File: config.mk
export PLATFORM = sky130hd
export DESIGN_NAME = rf_writeback_arbiter
export DESIGN_NICKNAME = d
export VERILOG_FILES = /design/src/rtl/rf_writeback_arbiter.sv
export SDC_FILE = /design/constraint.sdc
export NUM_CORES = 1
export LEC_CHECK = 0
export CORE_UTILIZATION = 45
export CTS_BUF_LIST = sky130_fd_sc_hd__clkbuf_2
export DETAILED_ROUTE_END_ITERATION = 12
export HOLD_SLACK_MARGIN = 0.03
export PLACE_DENSITY = 0.88
export SETUP_SLACK_MARGIN = 0.5
export SYNTH_ARGS = -nofsm -noshare
export SYNTH_HDL_FRONTEND = slang
export SYNTH_SLANG_ARGS = --single-unit
File: constraint.sdc
create_clock -name CLK -period 2.4 [get_ports CLK]
set_input_delay 0.36 -clock CLK [delete_from_list [all_inputs] [get_ports CLK]]
set_output_delay 0.36 -clock CLK [all_outputs]
set_load 0.005 [all_outputs]
File: src/rtl/rf_writeback_arbiter.sv
// Round-robin arbiter for the single register-file write port (ALU vs MEM) with a per-register pending scoreboard.
// Latency: grant is combinational; commit is registered one edge after handshake; register updates on the following edge.
// Backpressure: the losing source sees READY low and must hold; decode sees STALL on RAW/WAW hazards.
module rf_writeback_arbiter #(
    parameter int DATA_W = 8,
    parameter int ADDR_W = 3,
    parameter int NREG   = 8
) (
    input  logic              CLK,
    input  logic              RESET,
    input  logic              ALU_VALID,
    input  logic [ADDR_W-1:0] ALU_ADDR,
    input  logic [DATA_W-1:0] ALU_DATA,
    output logic              ALU_READY,
    input  logic              MEM_VALID,
    input  logic [ADDR_W-1:0] MEM_ADDR,
    input  logic [DATA_W-1:0] MEM_DATA,
    output logic              MEM_READY,
    input  logic              ISSUE,
    input  logic [ADDR_W-1:0] ISSUE_ADDR,
    input  logic [ADDR_W-1:0] SRC1_ADDR,
    input  logic [ADDR_W-1:0] SRC2_ADDR,
    output logic              STALL,
    output logic              RF_WRITE,
    output logic [ADDR_W-1:0] RF_INADDRESS,
    output logic [DATA_W-1:0] RF_IN,
    output logic [NREG-1:0]   PENDING,
    output logic [7:0]        CONFLICTS
);

    // Round-robin pointer: 1 means MEM won the last contested cycle.
    logic              last_mem_q, last_mem_d;
    logic              rf_write_q, rf_write_d;
    logic [ADDR_W-1:0] rf_addr_q, rf_addr_d;
    logic [DATA_W-1:0] rf_data_q, rf_data_d;
    logic [NREG-1:0]   pending_q, pending_d;
    logic [7:0]        conflicts_q, conflicts_d;

    logic              contested;
    logic              alu_grant;
    logic              mem_grant;
    logic [NREG-1:0]   set_mask;
    logic [NREG-1:0]   clr_mask;

    // Grant selection and hazard detection; readies are forced low during reset.
    always_comb begin
        contested = ALU_VALID & MEM_VALID;
        alu_grant = ~RESET & ALU_VALID & (~MEM_VALID | last_mem_q);
        mem_grant = ~RESET & MEM_VALID & (~ALU_VALID | ~last_mem_q);
        // A committing register still stalls: the register file only samples it at the next edge.
        STALL     = pending_q[SRC1_ADDR] | pending_q[SRC2_ADDR] | (ISSUE & pending_q[ISSUE_ADDR]);
    end

    // Next-state for pointer, commit stage, scoreboard and conflict counter.
    always_comb begin
        last_mem_d  = last_mem_q;
        rf_write_d  = alu_grant | mem_grant;
        rf_addr_d   = rf_addr_q;
        rf_data_d   = rf_data_q;
        conflicts_d = conflicts_q;
        set_mask    = '0;
        clr_mask    = '0;

        if (contested) begin
            last_mem_d = mem_grant;
        end

        if (alu_grant) begin
            rf_addr_d = ALU_ADDR;
            rf_data_d = ALU_DATA;
        end else if (mem_grant) begin
            rf_addr_d = MEM_ADDR;
            rf_data_d = MEM_DATA;
        end

        if (rf_write_q) begin
            clr_mask = NREG'(1) << rf_addr_q;
        end
        if (ISSUE && !STALL) begin
            set_mask = NREG'(1) << ISSUE_ADDR;
        end
        // Set wins over clear: a new writer is already in flight for that register.
        pending_d = (pending_q & ~clr_mask) | set_mask;

        if (contested && conflicts_q != 8'hFF) begin
            conflicts_d = conflicts_q + 8'd1;
        end
    end

    // State registers with synchronous reset; reset also drops any in-flight commit.
    always_ff @(posedge CLK) begin
        if (RESET) begin
            last_mem_q  <= 1'b1;
            rf_write_q  <= 1'b0;
            rf_addr_q   <= '0;
            rf_data_q   <= '0;
            pending_q   <= '0;
            conflicts_q <= '0;
        end else begin
            last_mem_q  <= last_mem_d;
            rf_write_q  <= rf_write_d;
            rf_addr_q   <= rf_addr_d;
            rf_data_q   <= rf_data_d;
            pending_q   <= pending_d;
            conflicts_q <= conflicts_d;
        end
    end

    assign ALU_READY    = alu_grant;
    assign MEM_READY    = mem_grant;
    assign RF_WRITE     = rf_write_q;
    assign RF_INADDRESS = rf_addr_q;
    assign RF_IN        = rf_data_q;
    assign PENDING      = pending_q;
    assign CONFLICTS    = conflicts_q;

endmodule
# Word level (Yosys, flattened, before mapping)
# Index checks and enable logic that the tools add are counted.
dict set report totals {
  register_bits 29
  latch_bits 0
  ram_bits 0
  mem_bits_ro 0
  inputBits 36
  wordCells 47
  n_memories 0
}
dict set report classes {
  n_addsub 1
  mul 0
  div 0
  magnitude_cmp 3
  n_eq_ne 1
  n_shift 2
  mux 12
  n_bitwise 18
  reduce_logical 4
}
# op count
set op_table {}
lappend op_table {{$mux W8} 4}
lappend op_table {{$shl A1 B3 Y8 const A} 2}
lappend op_table {{$lt A3 B4 Y1 const B} 3}
lappend op_table {{$bmux W1 S3} 3}
lappend op_table {{$add A8 B1 Y8 const B} 1}
lappend op_table {{$and A8 B8 Y8} 1}
lappend op_table {{$ne A8 B8 Y1 const B} 1}
lappend op_table {{$not A8 Y8} 1}
lappend op_table {{$or A8 B8 Y8} 1}
lappend op_table {{$and A1 B1 Y1} 6}
lappend op_table {{$mux W3} 2}
lappend op_table {{$or A1 B1 Y1} 5}
lappend op_table {{$not A1 Y1} 4}
lappend op_table {{$mux W1} 3}
lappend op_table {{$logic_and A1 B1 Y1} 2}
lappend op_table {{$reduce_bool A2 Y1} 1}
lappend op_table {{$logic_not A1 Y1} 1}

# Depth between registers and ports, before layout
# Gate-level depths: netlist of run 1.
dict set report logic_depth {
  ltp_word 8
  mapped_depth 5
  mapped_depth_nobuf 5
}

# Worst setup path after synthesis of run 1
# No wires, ideal clock.
dict set report synth_timing {
  path_kind {in2out}
  start {input port ISSUE_ADDR[1]}
  end {output port STALL}
  t_arrival_ps 1356
  t_required_ps 2040
  slack_ps 684
  stages 4
  path_buffers 1
  path_cell_list {buf_2 -> mux4_2 -> mux2i_1 -> o221ai_1}
}
dict set report synth_between {
  elab_chain_len 4
}
# item line_no
set synth_rtl {}
lappend synth_rtl {{start, declared} 20} ;# input logic [ADDR_W-1:0] ISSUE_ADDR,
lappend synth_rtl {{$bmux W1 S3} 51} ;# STALL = pending_q[SRC1_ADDR] | pending_q[SRC2_ADDR] | (ISSUE & pending_q[ISSUE_ADDR]);
lappend synth_rtl {{$mux W1 (not written as such)} 51}
lappend synth_rtl {{$and A1 B1 Y1} 51}
lappend synth_rtl {{$or A1 B1 Y1} 51}
lappend synth_rtl {{end, declared} 23} ;# output logic STALL,
# Every way passes these cells. The select of a mux whose other input is x is not followed.

# Final worst setup path of run 1
dict set report layout_timing {
  start {input port SRC1_ADDR[2]}
  end {output port STALL}
}
dict set report layout_between {
  elab_chain_len 4
}
# item line_no
set layout_rtl {}
lappend layout_rtl {{start, declared} 21} ;# input logic [ADDR_W-1:0] SRC1_ADDR,
lappend layout_rtl {{$bmux W1 S3} 51}
lappend layout_rtl {{$mux W1 (not written as such)} 51}
lappend layout_rtl {{$or A1 B1 Y1 (2 in a row)} 51}
# Every way passes these cells. The select of a mux whose other input is x is not followed.

==> results of run 1 <==
## cell usage after synthesis, types with 2 or more instances
library cell | count | area share (%)
nand2b_1 | 3 | 1.2
nor2_1 | 20 | 4.6
dfxtp_1 | 29 | 36
nand3b_1 | 2 | 0.92
o21ai_1 | 2 | 0.62
mux2i_1 | 24 | 15
a211oi_1 | 11 | 5.1
mux4_2 | 3 | 4.2
o311ai_0 | 2 | 1.1
nand3_1 | 3 | 0.92
clkbuf_1 | 4 | 0.92
inv_1 | 3 | 0.69
a21oi_1 | 2 | 0.62
buf_2 | 2 | 0.62
xnor2_1 | 2 | 1.1
xor2_1 | 3 | 1.6
o31ai_2 | 3 | 2.3
o211ai_1 | 9 | 4.2
o31ai_1 | 7 | 3.2
nand2_1 | 9 | 2.1
## stage by stage
step	setup TNS (ps)	power, W	instances	hold WS, ps
finish	0	0.00113	292	453
global route	0	0.00119	292	471
CTS	0	0.00114	292	444
detailed placement	-158	0.000803	282	457
global placement	-142	0.000797	282	444
floorplan	0	0.000651	166	451
## routing by layer
layer	track usage, %	vias up
li1	-	789
met1	27.1	725
met2	39.6	72
met3	6.80	7
met4	10.5	0
met5	0	-
## path summary, 6_finish.rpt
path                startpoint           end  slack [ps]  cells past startpoint
setup / recovery  SRC1_ADDR[2]         STALL         420                      5
hold / removal           RESET  CONFLICTS[3]         450                      2
setup reg to reg    PENDING[5]    PENDING[7]         860                      6
hold reg to reg       RF_IN[2]      RF_IN[2]         470                      2
## repair_timing
| action | 4_1_cts | 5_1_grt |
|---|---|---|
| hold endpoints to repair | 0 | 0 |
| gates resized for setup | 18 | 0 |
| pin swaps | 1 | 0 |
| buffers inserted | 2 | 0 |
| setup endpoints to repair | 3 | 1 |
| hold buffers | 0 | 0 |
## power by group
part / internal, W / switching, W / total (W)
Sequential: 0.000506 / 0.0000226 / 0.000528
Clock: 0.000178 / 0.000169 / 0.000347
Combinational: 0.000154 / 0.000105 / 0.000260
Total: 0.000838 / 0.000297 / 0.00113
## kinds of logic after synthesis
family | after synthesis
DFF | 29
xor gates and xnor gates | 5
and+or+nand+nor | 48
adders and majority gates | 1
AOI/OAI and AO/OA | 42
buffers and inverters | 12
muxes | 29
## cell type report
class / count / area (µm²)
inverter: 4 / 15.0
sequential: 29 / 591
clock inverter: 2 / 33.8
clock buffer: 6 / 30.0
timing repair buffer: 80 / 752
multi-input combinational: 125 / 987
tap: 46 / 57.6
fill: 230 / 923
## flip-flops by register name, summed over array words and instances, names as in the netlist
| register | flops |
|---|---|
| CONFLICTS | 8 |
| PENDING | 8 |
| RF_IN | 8 |
| RF_INADDRESS | 3 |
| RF_WRITE | 1 |
| last_mem_q | 1 |
==> flow_summary.json, run 1 <==
{
  "routed_wirelength_um": 4200,
  "routed.top_layer": "met4",
  "antenna_found_initial": 0,
  "cp_data_arrival_time_ps": 1620,
  "nets": 282,
  "period_needed_ps": 1980,
  "path_buf_inv": 2,
  "insertedDiodeCount": 0,
  "max_cap_viol_count": 0,
  "clk_latency_ps": 370,
  "hp-class": "input pin to register",
  "wl_per_cell_um": 14.4,
  "ys_warn_count": 0,
  "synth_top_family_by_area": "compound AO/OA/AOI/OAI gates",
  "grt_max_degree": 23,
  "syn_to_final_growth_pct": 51.6,
  "numPortBuffers": 66,
  "synth_seq_area_share_pct": 35.7,
  "async_reset_ff_share_pct": 0,
  "final_common_cell": "clkdlybuf4s50_1",
  "cts_inserted_buffers": 5,
  "final_util_pct": 72.8,
  "final_cell_mix": "clkdlybuf4s50_1, mux2i_1, dfxtp_1",
  "htreeDepth": 2,
  "dp_slack_ps": -158,
  "drive_gt1_share_pct": 17.9,
  "cts_root_buffer": "clkbuf_2",
  "synth_seq_cells": 29,
  "globalRouteTotalUtil_pct": 23.3,
  "via_per_inst": 5.46,
  "cp_cell_sequence": "clkdlybuf4s50_1, or2b_2, o22ai_4, o221ai_1, buf_2",
  "dp_hpwl_um": 3140,
  "gp_congestion": 0.808,
  "syn-instance-count": 166,
  "path_max_fanout": 4,
  "synthFlopType": "dfxtp_1",
  "worst_ep_required_time_ps": 2040,
  "start_kind": "input pin",
  "synth_nets": 203,
  "fin_skew_ps": 16.3,
  "endpoint_kind": "primary output",
  "crit_slowest_cell": "clkdlybuf4s50_1",
  "core_area_um2": 3390,
  "synth_compound_area_share_pct": 21.8,
  "fin_ws_ps": 422,
  "grt_remaining_overflow": 0,
  "drcViolationCount": 0,
  "grt_pass1_vias": 1591,
  "setup_viol": 0,
  "ir_worst_vdd_mv": 0.444,
  "rsz0062_at_grt": "yes",
  "path_delay_family": "buffers and inverters",
  "dieHeight_um": 62.1,
  "avgSynthCellArea_um2": 9.80,
  "vias": 1593,
  "worst_slew_pin_slew_ps": 384,
  "slew_headroom_pct": 74.1,
  "period_share_pct": 82.4,
  "ant_nets": 0,
  "syn_area_um2": 1630,
  "initial_core_util_pct": 48.0,
  "status": "completed",
  "dr_wl_met3_um": 323,
  "synth_mux_area_share_pct": 20.5,
  "clk_pin_slew_ps": 130,
  "synthAdderAreaFrac_pct": 0.769,
  "wl_met2_um": 2030,
  "cts_tree": "built",
  "powerDensity_nw_per_um2": 460,
  "p_leak_nw": 0.946,
  "synth_edf_count": 0,
  "rows": 21,
  "wl_met1_um": 1780,
  "die_area_um2": 3860,
  "grt_pass1_wl_um": 7100,
  "die_w_um": 62.1,
  "slew_violations": 0,
  "dpl_cell_area_um2": 2390,
  "fmax_mhz": 506,
  "firstDrtPassIters": 4,
  "cts_buffer_depth": 2,
  "drt_iter0_drc": 51,
  "cp_slowest_stage_delay_ps": 510,
  "synthSimpleGateAreaFrac_pct": 14.8,
  "final_cell_area_um2": 2470,
  "finalHoldViolations": 0,
  "crit_type": "input pin to primary output",
  "synth_cell_types": 43,
  "synth_xor_area_share_pct": 2.69,
  "cts_sinks": 29,
  "io_pins": 67
}
No activity file was read; power rests on OpenSTA's default activity.
==> run 2: changes to the inputs <==
CORE_UTILIZATION = 40   (was 45)
PLACE_DENSITY = 0.83   (was 0.88)
clock period = 1.8 ns   (was 2.4 ns; I/O delays follow)
==> run 2 against run 1 <==
Effect of this change: the flow now finishes with violations (negative setup slack); clock power shrank 7.2%; combinational power grew 63%; setup slack worse by 580 ps; worst hold slack improved by 36 ps; cell count rose by 12%; non-clock buffer count increased by 32; design area up 17%; critical endpoint unchanged; largest power group unchanged.
==> flow_summary.json, run 2 (synthesis gave the netlist of run 1 again) <==
{
  "rsz0062_at_grt": "yes",
  "via_per_inst": 5.57,
  "slew_violations": 0,
  "cts_root_buffer": "clkbuf_2",
  "fin_cells": 326,
  "powerDensity_nw_per_um2": 503,
  "fmax_mhz": 512,
  "cp_data_arrival_time_ps": 1680,
  "cts_sinks": 29,
  "gp_congestion": 0.808,
  "r2r_start": "PENDING[6]",
  "globalRouteTotalUtil_pct": 25.8,
  "max_cap_viol_count": 0,
  "status": "finished with violations",
  "clk_pin_slew_ps": 160,
  "syn_to_final_growth_pct": 77.0,
  "dieHeight_um": 65.8,
  "cp_cell_sequence": "mux4_2, mux2i_1, o221ai_1, buf_2",
  "dp_hpwl_um": 3350,
  "final_util_pct": 76.3,
  "clk_latency_ps": 380,
  "worst_slew_pin_slew_ps": 528,
  "initial_core_util_pct": 43.1,
  "numPortBuffers": 66,
  "hp-class": "input pin to register",
  "multi_input_area_um2": 1100,
  "dpl.cell_count": 297,
  "setup_viol": 1,
  "drive_gt1_share_pct": 44.6,
  "die_w_um": 65.8,
  "period_needed_ps": 1950,
  "dpl_cell_area_um2": 2510,
  "fin_skew_ps": 8.87,
  "worst_ep_required_time_ps": 1530,
  "slew_headroom_pct": 64.3,
  "grt_pass1_wl_um": 8190,
  "whs_endpoint": "CONFLICTS[6]",
  "final_common_cell": "buf_4",
  "drcViolationCount": 0,
  "routed_wirelength_um": 5760,
  "violations": "negative setup slack",
  "htreeDepth": 2,
  "tns_ps": -154,
  "cp_slowest_stage_delay_ps": 440,
  "path_buf_inv": 1,
  "io_pins": 67,
  "cts_tree": "built",
  "ir_worst_vdd_mv": 0.419,
  "path_max_fanout": 4,
  "rows": 22,
  "drt_iter0_drc": 67,
  "p_leak_nw": 1.21,
  "insertedDiodeCount": 0,
  "cts_buffer_depth": 2,
  "core_area_um2": 3770,
  "fin_ws_ps": -154,
  "min_path_cells": 3,
  "nets": 314,
  "min_from": "RESET",
  "endpoint_kind": "primary output",
  "grt_remaining_overflow": 0,
  "final_cell_area_um2": 2880,
  "final_cell_mix": "buf_4, clkdlybuf4s50_1, dfxtp_2, mux2i_1, nor2_1",
  "r2r_slack_ps": 230,
  "die_area_um2": 4330,
  "antenna_found_initial": 0,
  "worstReg2RegEnd": "PENDING[7]",
  "crit_slowest_cell": "mux4_2",
  "wl_per_cell_um": 17.7,
  "crit_type": "register to primary output",
  "vias": 1817,
  "finalHoldViolations": 0,
  "path_depth": 4,
  "register_area_um2": 634,
  "fillers": 233,
  "grt_max_degree": 23,
  "grt_pass1_vias": 1769,
  "period_share_pct": 109,
  "cts_inserted_buffers": 5,
  "start_kind": "register",
  "path_delay_family": "multiplexers",
  "p_total_w": 0.00145,
  "r2r_cells": 7,
  "cts_hold_buf": 0,
  "firstDrtPassIters": 4,
  "ant_nets": 0
}
[run 2: final cells by class]
class	instances	share of cell area [%]
multi-input cells	125	38.3
repair buffers	112	35.8
flip-flops and latches	29	22.0
well taps	48	2.09
clock buffers	5	0.869
inverters	4	0.522
clock inverters	3	0.435
[run 2: report_power, final]
part | switching (W) | internal [W] | total, W | leakage (nW)
combinational | 0.000187 | 0.000238 | 0.000425 | 0.932
sequential | 0.0000263 | 0.000675 | 0.000701 | 0.251
clock | 0.000237 | 0.0000846 | 0.000322 | 0.0278
total | 0.000451 | 0.000998 | 0.00145 | 1.21
[run 2: worst reg2reg max path: stages (launching register included)]
cell and delay, ps:
dfxtp_2 360, buf_4 130, mux2_4 280, o22ai_4 150
buf_4 140, buf_6 110, o211ai_4 110, o31ai_1 210
[run 2: through the flow]
step                      setup WS, ps  hold WS, ps
after detailed placement          -585          450
after floorplan                    410          451
after CTS                         -164          456
after global routing              -201          505
after global placement            -543          445
final                             -154          489
[run 2: what timing repair did]
action                     4_1_cts  5_1_grt
setup endpoints to repair       51       43
resized for setup              123       31
pin swaps                       11       17
buffers inserted                18        3
[run 2: metal layers]
metal  global-route usage, %  routed length, µm  share of wire (%)
met5                       0                  0                  0
met4                    13.3                284                4.9
met3                    6.72                443                7.7
met2                    48.3               2960                 51
met1                    25.7               2070                 36
[run 2: worst max path at each step]
stage	slack, ps	start	to
after global routing	-200	PENDING[2]	STALL
after CTS	-160	PENDING[2]	STALL
final	-150	PENDING[2]	STALL
after global placement	-540	ISSUE_ADDR[1]	STALL
after floorplan	410	ISSUE_ADDR[1]	STALL
after detailed placement	-590	ISSUE_ADDR[1]	STALL
==> run 3: changes to the inputs <==
CORE_UTILIZATION = 39   (was 40)
CTS_BUF_LIST = default   (was sky130_fd_sc_hd__clkbuf_2)
PLACE_DENSITY = 0.82   (was 0.83)
clock period = 1.6 ns   (was 1.8 ns; I/O delays follow)
==> run 3 against run 2 <==
Effect of this change: the flow still finishes with violations (negative setup slack); clock-buffer cell count up 2; total power grew 32%; register-to-register slack worse by 150 ps; first-iteration DRC count fell by 42%; flip-flop and latch count is the same; cell count increased by 3.4%; sequential power increased by 11%; setup slack lost 39 ps; wire length decreased by 13%; utilization hardly changed; clock skew decreased by 5.1 ps; critical endpoint unchanged; largest cell class unchanged; largest power group unchanged.
==> flow_summary.json, run 3 (synthesis gave the netlist of run 1 again) <==
{
  "status": "finished with violations",
  "violations": "negative setup slack",
  "grt_remaining_overflow": 0,
  "p_leak_nw": 1.27,
  "crit_type": "register to primary output",
  "finalHoldViolations": 0,
  "p_total_w": 0.00192,
  "powerDensity_nw_per_um2": 628,
  "htreeDepth": 2,
  "cts_tree": "built",
  "fin_ws_ps": -193,
  "endpoint_kind": "primary output",
  "die_w_um": 66.6,
  "final_common_cell": "buf_4",
  "io_pins": 67,
  "setup_viol": 1,
  "antenna_found_initial": 0,
  "wl_per_cell_um": 14.8,
  "r2r_cells": 7,
  "drt_iter0_drc": 39,
  "period_share_pct": 112,
  "drcViolationCount": 0,
  "numPortBuffers": 66,
  "grt_pass1_vias": 1761,
  "routed_wirelength_um": 5000,
  "via_per_inst": 5.29,
  "whs_ps": 466,
  "min_path_cells": 2,
  "ant_nets": 0,
  "max_cap_viol_count": 0,
  "fmax_mhz": 558,
  "slew_headroom_pct": 72.1,
  "initial_core_util_pct": 40.7,
  "firstDrtPassIters": 4,
  "drive_gt1_share_pct": 51.6,
  "cp_data_arrival_time_ps": 1550,
  "path_max_fanout": 4,
  "die_area_um2": 4430,
  "wl_met1_um": 1970,
  "dp_slack_ps": -745,
  "dpl_cell_area_um2": 2580,
  "ir_worst_vdd_mv": 0.545,
  "worst_slew_pin_slew_ps": 413,
  "slew_violations": 0,
  "dp_hpwl_um": 3370,
  "routed.top_layer": "met4",
  "clk_pin_slew_ps": 60,
  "cts_sinks": 29,
  "rows": 23,
  "fin_cells": 337,
  "dr_wl_met3_um": 266,
  "globalRouteTotalUtil_pct": 24.0,
  "cts_inserted_buffers": 5,
  "wl_met2_um": 2690,
  "final_cell_area_um2": 3050,
  "dieHeight_um": 66.6,
  "core_area_um2": 4000,
  "rsz0062_at_grt": "yes",
  "insertedDiodeCount": 0,
  "start_kind": "register",
  "nets": 323,
  "hp-class": "register to register",
  "grt_max_degree": 23,
  "gp_congestion": 0.789,
  "cts_buffer_depth": 2,
  "cts_hold_buf": 0,
  "final_cell_mix": "buf_4, buf_6, clkdlybuf4s50_1",
  "clk_latency_ps": 280,
  "vias": 1783,
  "cts_root_buffer": "clkbuf_8",
  "worst_ep_required_time_ps": 1360,
  "fin_skew_ps": 3.77,
  "syn_to_final_growth_pct": 87.7,
  "grt_pass1_wl_um": 7830,
  "dpl.cell_count": 300,
  "period_needed_ps": 1790
}
## run 3: cell types whose count changed in the layout (fill, tap and decap cells not counted), sizes merged
cell           delta
buf              +17
dlygate4sd2      -10
clkbuf            +8
clkdlybuf4s15     -2
clkdlybuf4s50     -2
clkinv            -2
## run 3: worst max-delay path, stage by stage (launching register included)
cell      delay, ps
dfxtp_4         360
mux4_2          470
mux2i_1         170
o221ai_1        130
buf_2           140
## run 3: final cells by class
cell class / instances / area (µm²)
repair buffers: 121 / 1100
clock buffers: 7 / 96.3
flip-flops and latches: 29 / 649
multi-input cells: 125 / 1120
inverters: 4 / 15.0
well taps: 50 / 62.6
clock inverters: 1 / 5.00
fillers: 272 / 947
## run 3: path summary, 6_finish.rpt
kind              slack, ps          to  startpoint
setup / recovery       -190       STALL  PENDING[6]
hold / removal          470    RF_IN[2]    RF_IN[2]
setup reg to reg         80  PENDING[0]  PENDING[7]
hold reg to reg         470    RF_IN[2]    RF_IN[2]
## run 3: what timing repair did
action / 4_1_cts / 5_1_grt
buffers inserted: 23 / 6
endpoints found under the setup margin: 60 / 52
pin swaps: 26 / 10
resized for setup: 153 / 35
## run 3: per-layer routing
layer / up-vias / GRT usage (%)
li1: 870 / -
met1: 847 / 24.7
met2: 57 / 44.6
met3: 9 / 7.02
met4: 0 / 9.84
met5: - / 0
## run 3: metrics by stage
stage                     TNS (ps)  utilization [%]
after floorplan                  0                -
after global placement       -4440             64.5
after detailed placement     -5460             64.5
after CTS                     -184             73.8
after global routing          -243             76.3
final                         -193             76.3
## run 3: power breakdown
group	total, W	internal [W]	switching, W
combinational	0.000465	0.000271	0.000194
sequential	0.000778	0.000746	0.0000320
clock	0.000672	0.000388	0.000284
